$ cat src/rtl/timer_interrupt_ctrl.sv
// Memory-mapped programmable timer on the core's data bus.
// A prescaler divides the clock into ticks; each tick advances COUNT,
// and a COUNT==COMPARE match latches PENDING. The core's interrupt input
// is driven by a one-cycle pulse on each rising edge of PENDING & IE.
module timer_interrupt_ctrl #(
    parameter logic [31:0] BASE_ADDR  = 32'h0000_FF00,
    parameter int          PRESCALE_W = 16
) (
    input  logic        clk,
    input  logic        reset,
    input  logic [31:0] bus_waddr,
    input  logic [31:0] bus_wdata,
    input  logic        bus_we,
    input  logic [31:0] bus_raddr,
    output logic [31:0] bus_rdata,
    output logic        bus_hit,
    output logic        irq_out
);

    // Word offsets inside the register window
    localparam logic [2:0] OFF_CTRL     = 3'd0;
    localparam logic [2:0] OFF_PRESCALE = 3'd1;
    localparam logic [2:0] OFF_COUNT    = 3'd2;
    localparam logic [2:0] OFF_COMPARE  = 3'd3;
    localparam logic [2:0] OFF_STATUS   = 3'd4;

    logic [2:0]            ctrl_r;
    logic [PRESCALE_W-1:0] prescale_r;
    logic [PRESCALE_W-1:0] pscnt_r;
    logic [31:0]           count_r;
    logic [31:0]           compare_r;
    logic                  pending_r;
    logic                  irq_lvl_r;
    logic                  irq_out_r;

    // Word offset relative to the base; an address below the base wraps to
    // a large value and therefore falls outside the window.
    logic [29:0] woff_s;
    logic [29:0] roff_s;
    logic        wr_ctrl_s;
    logic        wr_prescale_s;
    logic        wr_count_s;
    logic        wr_compare_s;
    logic        wr_status_s;
    logic        tick_s;
    logic        match_s;
    logic        irq_lvl_next_s;

    assign woff_s         = bus_waddr[31:2] - BASE_ADDR[31:2];
    assign roff_s         = bus_raddr[31:2] - BASE_ADDR[31:2];
    assign tick_s         = ctrl_r[0] && (pscnt_r == prescale_r);
    // Match is judged on the COUNT value held before any same-cycle write
    assign match_s        = tick_s && (count_r == compare_r);
    assign irq_lvl_next_s = pending_r & ctrl_r[1];
    assign irq_out        = irq_out_r;

    // Write-strobe decode; the byte-offset bits of the write address are ignored
    always_comb begin
        wr_ctrl_s     = 1'b0;
        wr_prescale_s = 1'b0;
        wr_count_s    = 1'b0;
        wr_compare_s  = 1'b0;
        wr_status_s   = 1'b0;
        if (bus_we && (woff_s < 30'd5)) begin
            case (woff_s[2:0])
                OFF_CTRL:     wr_ctrl_s     = 1'b1;
                OFF_PRESCALE: wr_prescale_s = 1'b1;
                OFF_COUNT:    wr_count_s    = 1'b1;
                OFF_COMPARE:  wr_compare_s  = 1'b1;
                OFF_STATUS:   wr_status_s   = 1'b1;
                default:      wr_ctrl_s     = 1'b0;
            endcase
        end else begin
            wr_ctrl_s = 1'b0;
        end
    end

    // Combinational read mux; only word-aligned addresses in the window hit
    always_comb begin
        bus_hit   = 1'b0;
        bus_rdata = 32'd0;
        if ((bus_raddr[1:0] == 2'b00) && (roff_s < 30'd5)) begin
            bus_hit = 1'b1;
            case (roff_s[2:0])
                OFF_CTRL:     bus_rdata[2:0]            = ctrl_r;
                OFF_PRESCALE: bus_rdata[PRESCALE_W-1:0] = prescale_r;
                OFF_COUNT:    bus_rdata                 = count_r;
                OFF_COMPARE:  bus_rdata                 = compare_r;
                OFF_STATUS:   bus_rdata[0]              = pending_r;
                default:      bus_rdata                 = 32'd0;
            endcase
        end else begin
            bus_hit   = 1'b0;
            bus_rdata = 32'd0;
        end
    end

    // Software-owned configuration registers
    always_ff @(posedge clk or negedge reset) begin
        if (!reset) begin
            ctrl_r     <= 3'd0;
            prescale_r <= {PRESCALE_W{1'b0}};
            compare_r  <= 32'hFFFF_FFFF;
        end else begin
            if (wr_ctrl_s)     ctrl_r     <= bus_wdata[2:0];
            if (wr_prescale_s) prescale_r <= bus_wdata[PRESCALE_W-1:0];
            if (wr_compare_s)  compare_r  <= bus_wdata;
        end
    end

    // Prescaler: a reload write restarts it, disabled timer holds it
    always_ff @(posedge clk or negedge reset) begin
        if (!reset) begin
            pscnt_r <= {PRESCALE_W{1'b0}};
        end else if (wr_prescale_s) begin
            pscnt_r <= {PRESCALE_W{1'b0}};
        end else if (tick_s) begin
            pscnt_r <= {PRESCALE_W{1'b0}};
        end else if (ctrl_r[0]) begin
            pscnt_r <= pscnt_r + {{(PRESCALE_W-1){1'b0}}, 1'b1};
        end
    end

    // COUNT: software write wins over tick increment and auto-reload
    always_ff @(posedge clk or negedge reset) begin
        if (!reset) begin
            count_r <= 32'd0;
        end else if (wr_count_s) begin
            count_r <= bus_wdata;
        end else if (match_s && ctrl_r[2]) begin
            count_r <= 32'd0;
        end else if (tick_s) begin
            count_r <= count_r + 32'd1;
        end
    end

    // PENDING: hardware set wins over a same-cycle write-one-to-clear
    always_ff @(posedge clk or negedge reset) begin
        if (!reset) begin
            pending_r <= 1'b0;
        end else if (match_s) begin
            pending_r <= 1'b1;
        end else if (wr_status_s && bus_wdata[0]) begin
            pending_r <= 1'b0;
        end
    end

    // Registered interrupt level and its rising-edge pulse to the core
    always_ff @(posedge clk or negedge reset) begin
        if (!reset) begin
            irq_lvl_r <= 1'b0;
            irq_out_r <= 1'b0;
        end else begin
            irq_lvl_r <= irq_lvl_next_s;
            irq_out_r <= irq_lvl_next_s & ~irq_lvl_r;
        end
    end

endmodule

$ cat config.mk
export PLATFORM = sky130hd
export DESIGN_NAME = timer_interrupt_ctrl
export DESIGN_NICKNAME = d
export VERILOG_FILES = /design/src/rtl/timer_interrupt_ctrl.sv
export SDC_FILE = /design/constraint.sdc
export NUM_CORES = 1
export LEC_CHECK = 0
export ABC_AREA = 1
export BUFFER_PORTS_ARGS = -buffer_cell sky130_fd_sc_hd__buf_4
export CORE_MARGIN = 2
export CORE_UTILIZATION = 40
export CTS_CLUSTER_DIAMETER = 60
export DETAILED_ROUTE_END_ITERATION = 16
export GPL_TIMING_DRIVEN = 0
export PLACE_DENSITY = 0.69
export SETUP_SLACK_MARGIN = 0.1
export SYNTH_ARGS = -nofsm -noshare
export SYNTH_HDL_FRONTEND = slang
export SYNTH_SLANG_ARGS = --single-unit
$ cat constraint.sdc
create_clock -name clk -period 3.6 [get_ports clk]
set_input_delay 0.36 -clock clk [delete_from_list [all_inputs] [get_ports clk]]
set_output_delay 0.36 -clock clk [all_outputs]
set_load 0.1 [all_outputs]
== Word level (Yosys, flattened, before mapping) ==
Index checks and enable logic that the tools add are counted.
Widths: inputs -> output; s select.

* Register bits after elaboration: 102
* Bits of input ports: 99
* Output and inout bits: 34

* Equality and inequality tests: 10
* Multiplexer cells: 24
* Bitwise gates (word level): 3
* Add/sub/neg operators: 4
* Reductions and logical operators: 12
* Magnitude comparators: 2

{| class="wikitable"
|+ Operators with widths
! cell !! count
|-
| $mux 32 || 4
|-
| $lt 30x3->1 const B || 2
|-
| $sub 30x14->30 const B || 2
|-
| $mux 16 || 3
|-
| $pmux 13 s3 || 1
|-
| $add 32x1->32 const B || 1
|-
| $eq 32x32->1 || 1
|-
| $pmux 16 s2 || 1
|-
| $add 16x1->16 const B || 1
|-
| $eq 16x16->1 || 1
|-
| $mux 1 || 13
|-
| $eq 3x2->1 const B || 4
|-
| $pmux 2 s4 || 1
|-
| $eq 3x1->1 const B || 2
|-
| $eq 3x3->1 const B || 2
|-
| $logic_and 1x1->1 || 6
|-
| $logic_not 3->1 || 2
|-
| $reduce_bool 3->1 || 2
|-
| $pmux 1 s5 || 1
|-
| $and 1x1->1 || 2
|-
| $logic_not 2->1 || 1
|-
| $reduce_bool 2->1 || 1
|-
| $not 1->1 || 1
|}

== Depth between registers and ports, before layout ==
Gate-level depths: netlist of run 1.

* Word-level depth: 7
* Mapped depth: 16

== Worst setup path after synthesis of run 1 ==
No wires, ideal clock.

* Path kind: input to output
* Start: in bus_raddr[18]
* End: out bus_rdata[22]
* Arrival time: 2.942 ns
* Buffers on the path: 1
* Setup slack: 0.298 ns
* Required time: 3.240 ns
* Stages: 14
* Path through: nor2_1 -> nand2_1 -> nor2_1 -> nand2_1 -> nor2_1 -> nand2_1 -> nor2_1 -> nand2_1 -> nand2_1 -> nand2_1 -> nor2_1 -> nand4_1 -> clkbuf_1 -> nor2_1

* Cells in the longest elaborated chain, start to end: 4

{| class="wikitable"
|+ RTL lines
! what !! line !! RTL
|-
| from (decl) || 14 || <nowiki>input logic [31:0] bus_raddr,</nowiki>
|-
| $sub 30x14->30 || 50 || <nowiki>assign roff_s = bus_raddr[31:2] - BASE_ADDR[31:2];</nowiki>
|-
| $lt 30x3->1 || 82 || <nowiki>if ((bus_raddr[1:0] == 2'b00) && (roff_s < 30'd5)) begin</nowiki>
|-
| $logic_and 1x1->1 || 82 ||
|-
| $mux 32 || 82 ||
|-
| to (decl) || 15 || <nowiki>output logic [31:0] bus_rdata,</nowiki>
|}

Every way passes these cells.

== Worst setup path after layout of run 1 ==
* Start: in bus_raddr[4]
* End: out bus_rdata[8]

* Cells in the longest elaborated chain, start to end: 4
* Elaborated cells on any way between the ends: 8

{| class="wikitable"
|+ RTL lines
! what !! line
|-
| $sub 30x14->30 (*) || 50
|-
| $lt 30x3->1 (tied with other cells) || 82
|-
| $logic_and 1x1->1 or $pmux 13 s3 (tied branches) || 82, 84
|-
| $mux 32 (*) || 82
|}

Every way passes the cells marked *; elsewhere a longest branch is shown, timed or not.

==> results of run 1 <==
-- cells by family (layout without fill, tap and decap cells) --
group,after synthesis,count (layout),share of synthesized area (%)
and+or+nand+nor,853,853,44.0
buffers and inverters,254,403,11.5
AOI/OAI and AO/OA,117,117,7.80
DFF,102,102,29.9
xor gates and xnor gates,65,65,6.56
adders and majority gates,2,2,0.288
-- through the flow --
stage               instances  cell area, µm²  hold WS (ps)
floorplan                1393            8680          64.4
global placement         1798           10000           384
detailed placement       1798           10000           392
CTS                      1814           10300           211
global route             1817           10300           216
finish                   1817           10300           214
-- flip-flops by register name, indices dropped and copies added (netlist names) --
signal / cells
ctrl_r: 3
prescale_r: 16
count_r: 32
pending_r: 1
irq_out: 1
pscnt_r: 16
compare_r: 32
irq_lvl_r: 1
-- critical path, stage by stage --
cell and delay (ps):
buf_4 130, nor3_1 1000, inv_1 450, o22ai_1 310, a21oi_1 100, nor2_1 170, buf_4 310
-- area by class of cell --
cell class                 count  share of cell area, %
buffer                        72                   3.05
clock buffer                  13                   2.42
clock inverter                 3                  0.218
inverter                     182                   6.61
multi-input combinational   1037                   49.3
sequential                   102                   25.1
tap                          275                   3.33
timing repair buffer         133                   9.92
-- power by group --
| part | switching (mW) | leakage, nW | total [mW] | internal, mW |
|---|---|---|---|---|
| clock | 0.455 | 0.122 | 0.945 | 0.490 |
| combinational | 0.201 | 3.72 | 0.332 | 0.132 |
| sequential | 0.00941 | 1.27 | 1.16 | 1.16 |
-- what timing repair did --
action,in CTS,in global routing
endpoints found under the setup margin,0,14
gates resized for setup,0,1
endpoints found under the hold margin,0,9
hold buffers,0,1
buffers inserted,0,1
-- placed cells by master (no fill, tap or decap), types with 5 or more instances in the layout --
cell / count
a21oi_1: 17
a22oi_1: 16
buf_2: 15
buf_4: 130
clkbuf_1: 52
clkbuf_16: 9
dfrtp_1: 70
dfstp_2: 32
inv_1: 177
nand2_1: 359
nand3_1: 160
nand3b_1: 10
nand4_1: 65
nor2_1: 182
nor2_4: 7
nor3_1: 38
nor4_1: 8
o21ai_0: 54
o21ai_1: 5
o22ai_1: 15
xnor2_1: 25
xor2_1: 40
-- metal layers --
| layer | vias to the layer above | GRT usage [%] | share of wire, % |
|---|---|---|---|
| li1 | 4777 | - | - |
| met4 | 0 | 6.36 | 1.9 |
| met3 | 39 | 3.49 | 7.8 |
| met5 | - | 0 | 0 |
| met1 | 4575 | 37.0 | 45 |
| met2 | 366 | 42.2 | 45 |
-- path summary, 6_finish.rpt --
check	startpoint	end
max reg2reg	count_r[28]$_DFFE_PN0P_	count_r[8]$_DFFE_PN0P_
max in group asynchronous	reset	compare_r[23]$_DFFE_PN1P_
min	bus_wdata[24]	compare_r[24]$_DFFE_PN1P_
max	bus_raddr[4]	bus_rdata[8]
min in group asynchronous	reset	pscnt_r[8]$_DFFE_PN0P_
min reg2reg	irq_lvl_r$_DFF_PN0_	irq_out$_DFF_PN0_
==> impl_metrics.env, run 1 <==
export IMPL_status="finished, final reports clean"
export IMPL_hold_viol=0
export IMPL_vias_per_cell=5.37
export IMPL_wl_per_cell_um=16.4
export IMPL_maxSlewHeadroom_pct=10.9
export IMPL_final_setup_viol_count=0
export IMPL_clock_fmax_ghz=0.311
export IMPL_die_h_um=151
export IMPL_cts_made_buffers=9
export IMPL_drive_gt1_share_pct=14.7
export IMPL_fillers=2284
export IMPL_syn_instance_count=1393
export IMPL_synth_area_um2=8680
export IMPL_area_growth_pct=19.0
export IMPL_numPortBuffers=130
export IMPL_dp_hpwl_mm=23.6
export IMPL_drv_cap=0
export IMPL_final_nets=1638
export IMPL_antenna_found_initial=0
export IMPL_startpoint_type="primary input"
export IMPL_wl_mm=29.9
export IMPL_insertion_delay_ps=360
export IMPL_coreArea_um2=21200
export IMPL_initial_core_util_pct=41.0
export IMPL_pre_cts_slack_ps=302
export IMPL_utilization_pct=48.8
export IMPL_synth_edf_count=0
export IMPL_first_iter_violations=902
export IMPL_die_area_um2=22900
export IMPL_grt_pass1_vias=9101
export IMPL_multi_input_area_um2=5100
export IMPL_p_per_area_nw_per_um2=236
export IMPL_drc=0
export IMPL_cp_data_arrival_time_ps=2850
export IMPL_fin_tns_setup_ps=0
export IMPL_synth_top_area_cell="dfrtp_1"
export IMPL_min_period_ps=3210
export IMPL_globalplace_congestion=0.970
export IMPL_ff2ff_path_depth=13
export IMPL_setup_ws_ps=388
export IMPL_period_share_pct=89.2
export IMPL_peakVddDrop_v=0.000196
export IMPL_finalMaxSlewViolations=0
export IMPL_holdPathStages=3
export IMPL_syn_nets=1494
export IMPL_async_flop_share_pct=100
export IMPL_finClkSkew_ps=12.3
export IMPL_r2r_slack_ps=950
export IMPL_cts_sinks=102
export IMPL_end_kind="output port"
export IMPL_die_x_um=151
export IMPL_worstSetupPathType="in -> out"
export IMPL_final_seq_area_um2=2590
export IMPL_cts_root_buf="clkbuf_16"
export IMPL_grt_total_usage_pct=26.1
export IMPL_synth_top_area_share_pct=20.2
export IMPL_detail_route_antenna_nets=0
export IMPL_worstMarginPinSlew_ps=1330
export IMPL_yosys_top_cells_count="nand2_1, nor2_1, inv_1"
export IMPL_syn_avg_cell_area_um2=6.23
export IMPL_grt_max_degree=103
export IMPL_rows=53
export IMPL_antenna_cells=0
export IMPL_synthFlopType="dfrtp_1"
export IMPL_cp_max_fo=8
export IMPL_synth_most_common_cell="nand2_1"
export IMPL_ys_types=42
export IMPL_cts_max_level=3
export IMPL_p_total_mw=2.44
export IMPL_dr_pass1_iters=5
export IMPL_critPathRequiredTime_ps=3240
export IMPL_grt_first_pass_wirelength_mm=46.9
export IMPL_hold_class="in -> reg"
export IMPL_overflow=0
export IMPL_rsz0062_at_grt="no"
export IMPL_p_leak_nw=5.12
export IMPL_tritoncts="yes"
export IMPL_yosys_top_cells_area="dfrtp_1, nand2_1, dfstp_2, nand3_1, nor2_1"
export IMPL_io_pins=133
export IMPL_yosys_warnings=0
export IMPL_num_vias=9757
export IMPL_synth_seq_area_share_pct=29.9
export IMPL_synth_seq_cells=102
export IMPL_max_clock_path_buffers=2
export IMPL_clk_pin_slew_ps=70
Note: power is estimated with default switching activity, not from simulation.
==> run 2: changes to the inputs <==
--- a/config.mk
+++ b/config.mk
@@ -12,7 +12,9 @@
 export CTS_CLUSTER_DIAMETER = 60
 export DETAILED_ROUTE_END_ITERATION = 16
 export GPL_TIMING_DRIVEN = 0
+export HOLD_SLACK_MARGIN = 0.02
 export PLACE_DENSITY = 0.69
+export RECOVER_POWER = 100
 export SETUP_SLACK_MARGIN = 0.1
 export SYNTH_ARGS = -nofsm -noshare
 export SYNTH_HDL_FRONTEND = slang
==> impl_metrics.env, run 2 (synthesis gave the netlist of run 1 again) <==
export IMPL_min_period_ps=3390
export IMPL_die_x_um=151
export IMPL_final_nets=1638
export IMPL_ff2ff_path_depth=13
export IMPL_globalplace_congestion=0.970
export IMPL_insertion_delay_ps=360
export IMPL_seqPwrFrac_pct=47.8
export IMPL_critPathRequiredTime_ps=3240
export IMPL_overflow=0
export IMPL_cp_max_fo=8
export IMPL_tritoncts="yes"
export IMPL_worstMarginPinSlew_ps=1330
export IMPL_switching_share_pct=27.2
export IMPL_worstSetupPathType="in -> out"
export IMPL_final_cell_mix="nand2_1, nor2_1, inv_1, nand3_1, buf_4"
export IMPL_holdPathStages=3
export IMPL_startpoint_type="primary input"
export IMPL_hold_class="in -> reg"
export IMPL_cts_sinks=102
export IMPL_drv_cap=0
export IMPL_drc=0
export IMPL_antenna_found_initial=0
export IMPL_rows=53
export IMPL_fin_tns_setup_ps=0
export IMPL_hold_viol=0
export IMPL_cts_root_buf="clkbuf_16"
export IMPL_vias_per_cell=5.38
export IMPL_p_leak_nw=5.04
export IMPL_internal_power_mw=1.77
export IMPL_cts_made_buffers=9
export IMPL_clock_fmax_ghz=0.295
export IMPL_p_clk_share_pct=38.8
export IMPL_rsz0062_at_grt="no"
export IMPL_peakVddDrop_v=0.000195
export IMPL_status="finished, final reports clean"
export IMPL_grt_total_usage_pct=26.1
export IMPL_grt_max_degree=103
export IMPL_die_h_um=151
export IMPL_wl_per_cell_um=16.5
export IMPL_die_area_um2=22900
export IMPL_final_setup_viol_count=0
export IMPL_min_from="bus_wdata[24]"
export IMPL_fillers=2317
export IMPL_numPortBuffers=130
export IMPL_coreArea_um2=21200
export IMPL_io_pins=133
export IMPL_mostFrequentLayoutCell="nand2_1"
export IMPL_detail_route_antenna_nets=0
export IMPL_wl_mm=29.9
export IMPL_finClkSkew_ps=13.7
export IMPL_clk_pin_slew_ps=70
export IMPL_maxSlewHeadroom_pct=10.4
export IMPL_initial_core_util_pct=41.0
export IMPL_max_clock_path_buffers=2
export IMPL_dr_pass1_iters=7
export IMPL_cp_data_arrival_time_ps=3030
export IMPL_grt_first_pass_wirelength_mm=46.9
export IMPL_reg_largest_list="compare_r x32, count_r x32"
export IMPL_area_growth_pct=17.0
export IMPL_p_per_area_nw_per_um2=240
export IMPL_r2r_slack_ps=960
export IMPL_switching_power_mw=0.662
export IMPL_period_share_pct=94.1
export IMPL_comb_power_share_pct=13.4
export IMPL_antenna_cells=0
export IMPL_min_to="compare_r[24]$_DFFE_PN1P_"
export IMPL_end_kind="output port"
export IMPL_cts_max_level=3
export IMPL_timing_rr_start="count_r[28]$_DFFE_PN0P_"
export IMPL_grt_pass1_vias=9101
export IMPL_drive_gt1_share_pct=13.2
export IMPL_finalMaxSlewViolations=0
export IMPL_p_total_mw=2.44
export IMPL_first_iter_violations=850
export IMPL_dp_hpwl_mm=23.6
export IMPL_rr_endpoint="count_r[15]$_DFFE_PN0P_"
export IMPL_num_vias=9770
[run 2: per-layer routing]
metal,up-vias,GRT usage [%],part of all wire (%)
met5,-,0,0
met4,0,6.36,2.0
met3,49,3.49,8.0
met2,396,42.2,45
met1,4552,37.0,45
li1,4773,-,-
[run 2: power groups by stage]
stage	Combinational, mW	Clock (mW)	Sequential [mW]
global placement	0.322	0	1.18
floorplan	0.144	0	1.18
CTS	0.326	0.955	1.16
global route	0.360	1.00	1.16
detailed placement	0.324	0	1.19
finish	0.328	0.945	1.16
[run 2: worst max-delay path by stage]
stage,from,endpoint,slack [ps],depth (start not counted)
after floorplan,bus_raddr[18],bus_rdata[22],300,14
after global placement,bus_raddr[18],bus_rdata[10],320,16
after detailed placement,bus_raddr[18],bus_rdata[10],300,16
after CTS,bus_raddr[18],bus_rdata[10],300,16
after global routing,bus_raddr[18],bus_rdata[11],140,17
final,bus_raddr[4],bus_rdata[8],210,7
[run 2: critical path, cell delays in order]
cell and delay (ps):
buf_4 130, nor3_1 1020, inv_1 440, o22ai_1 300
a21oi_1 100, nor2_1 180, clkbuf_2 480
[run 2: through the flow]
| step | hold WS, ps | area [µm²] | util (%) | setup WS, ps | std cells |
|---|---|---|---|---|---|
| floorplan | 64.4 | 8680 | - | 298 | 1393 |
| global placement | 384 | 10000 | 47.3 | 320 | 1798 |
| detailed placement | 392 | 10000 | 47.3 | 302 | 1798 |
| CTS | 211 | 10300 | 48.6 | 304 | 1814 |
| global route | 216 | 10200 | 48.0 | 143 | 1817 |
| finish | 214 | 10200 | 48.0 | 213 | 1817 |
[run 2: timing repair]
item	in CTS	in global routing
setup buffers	0	1
resized for setup	0	1
hold endpoints to repair	0	9
hold buffers	0	1
setup endpoints to repair	0	14
[run 2: cell type report]
cell class | instances | area [µm²] | share of cell area (%)
Inverter | 182 | 683 | 6.72
Buffer | 72 | 292 | 2.87
Sequential cell | 102 | 2590 | 25.5
Clock buffer | 13 | 250 | 2.46
Clock inverter | 3 | 22.5 | 0.222
Multi-Input combinational cell | 1037 | 5040 | 49.6
Timing Repair Buffer | 133 | 933 | 9.19
Tap cell | 275 | 344 | 3.39
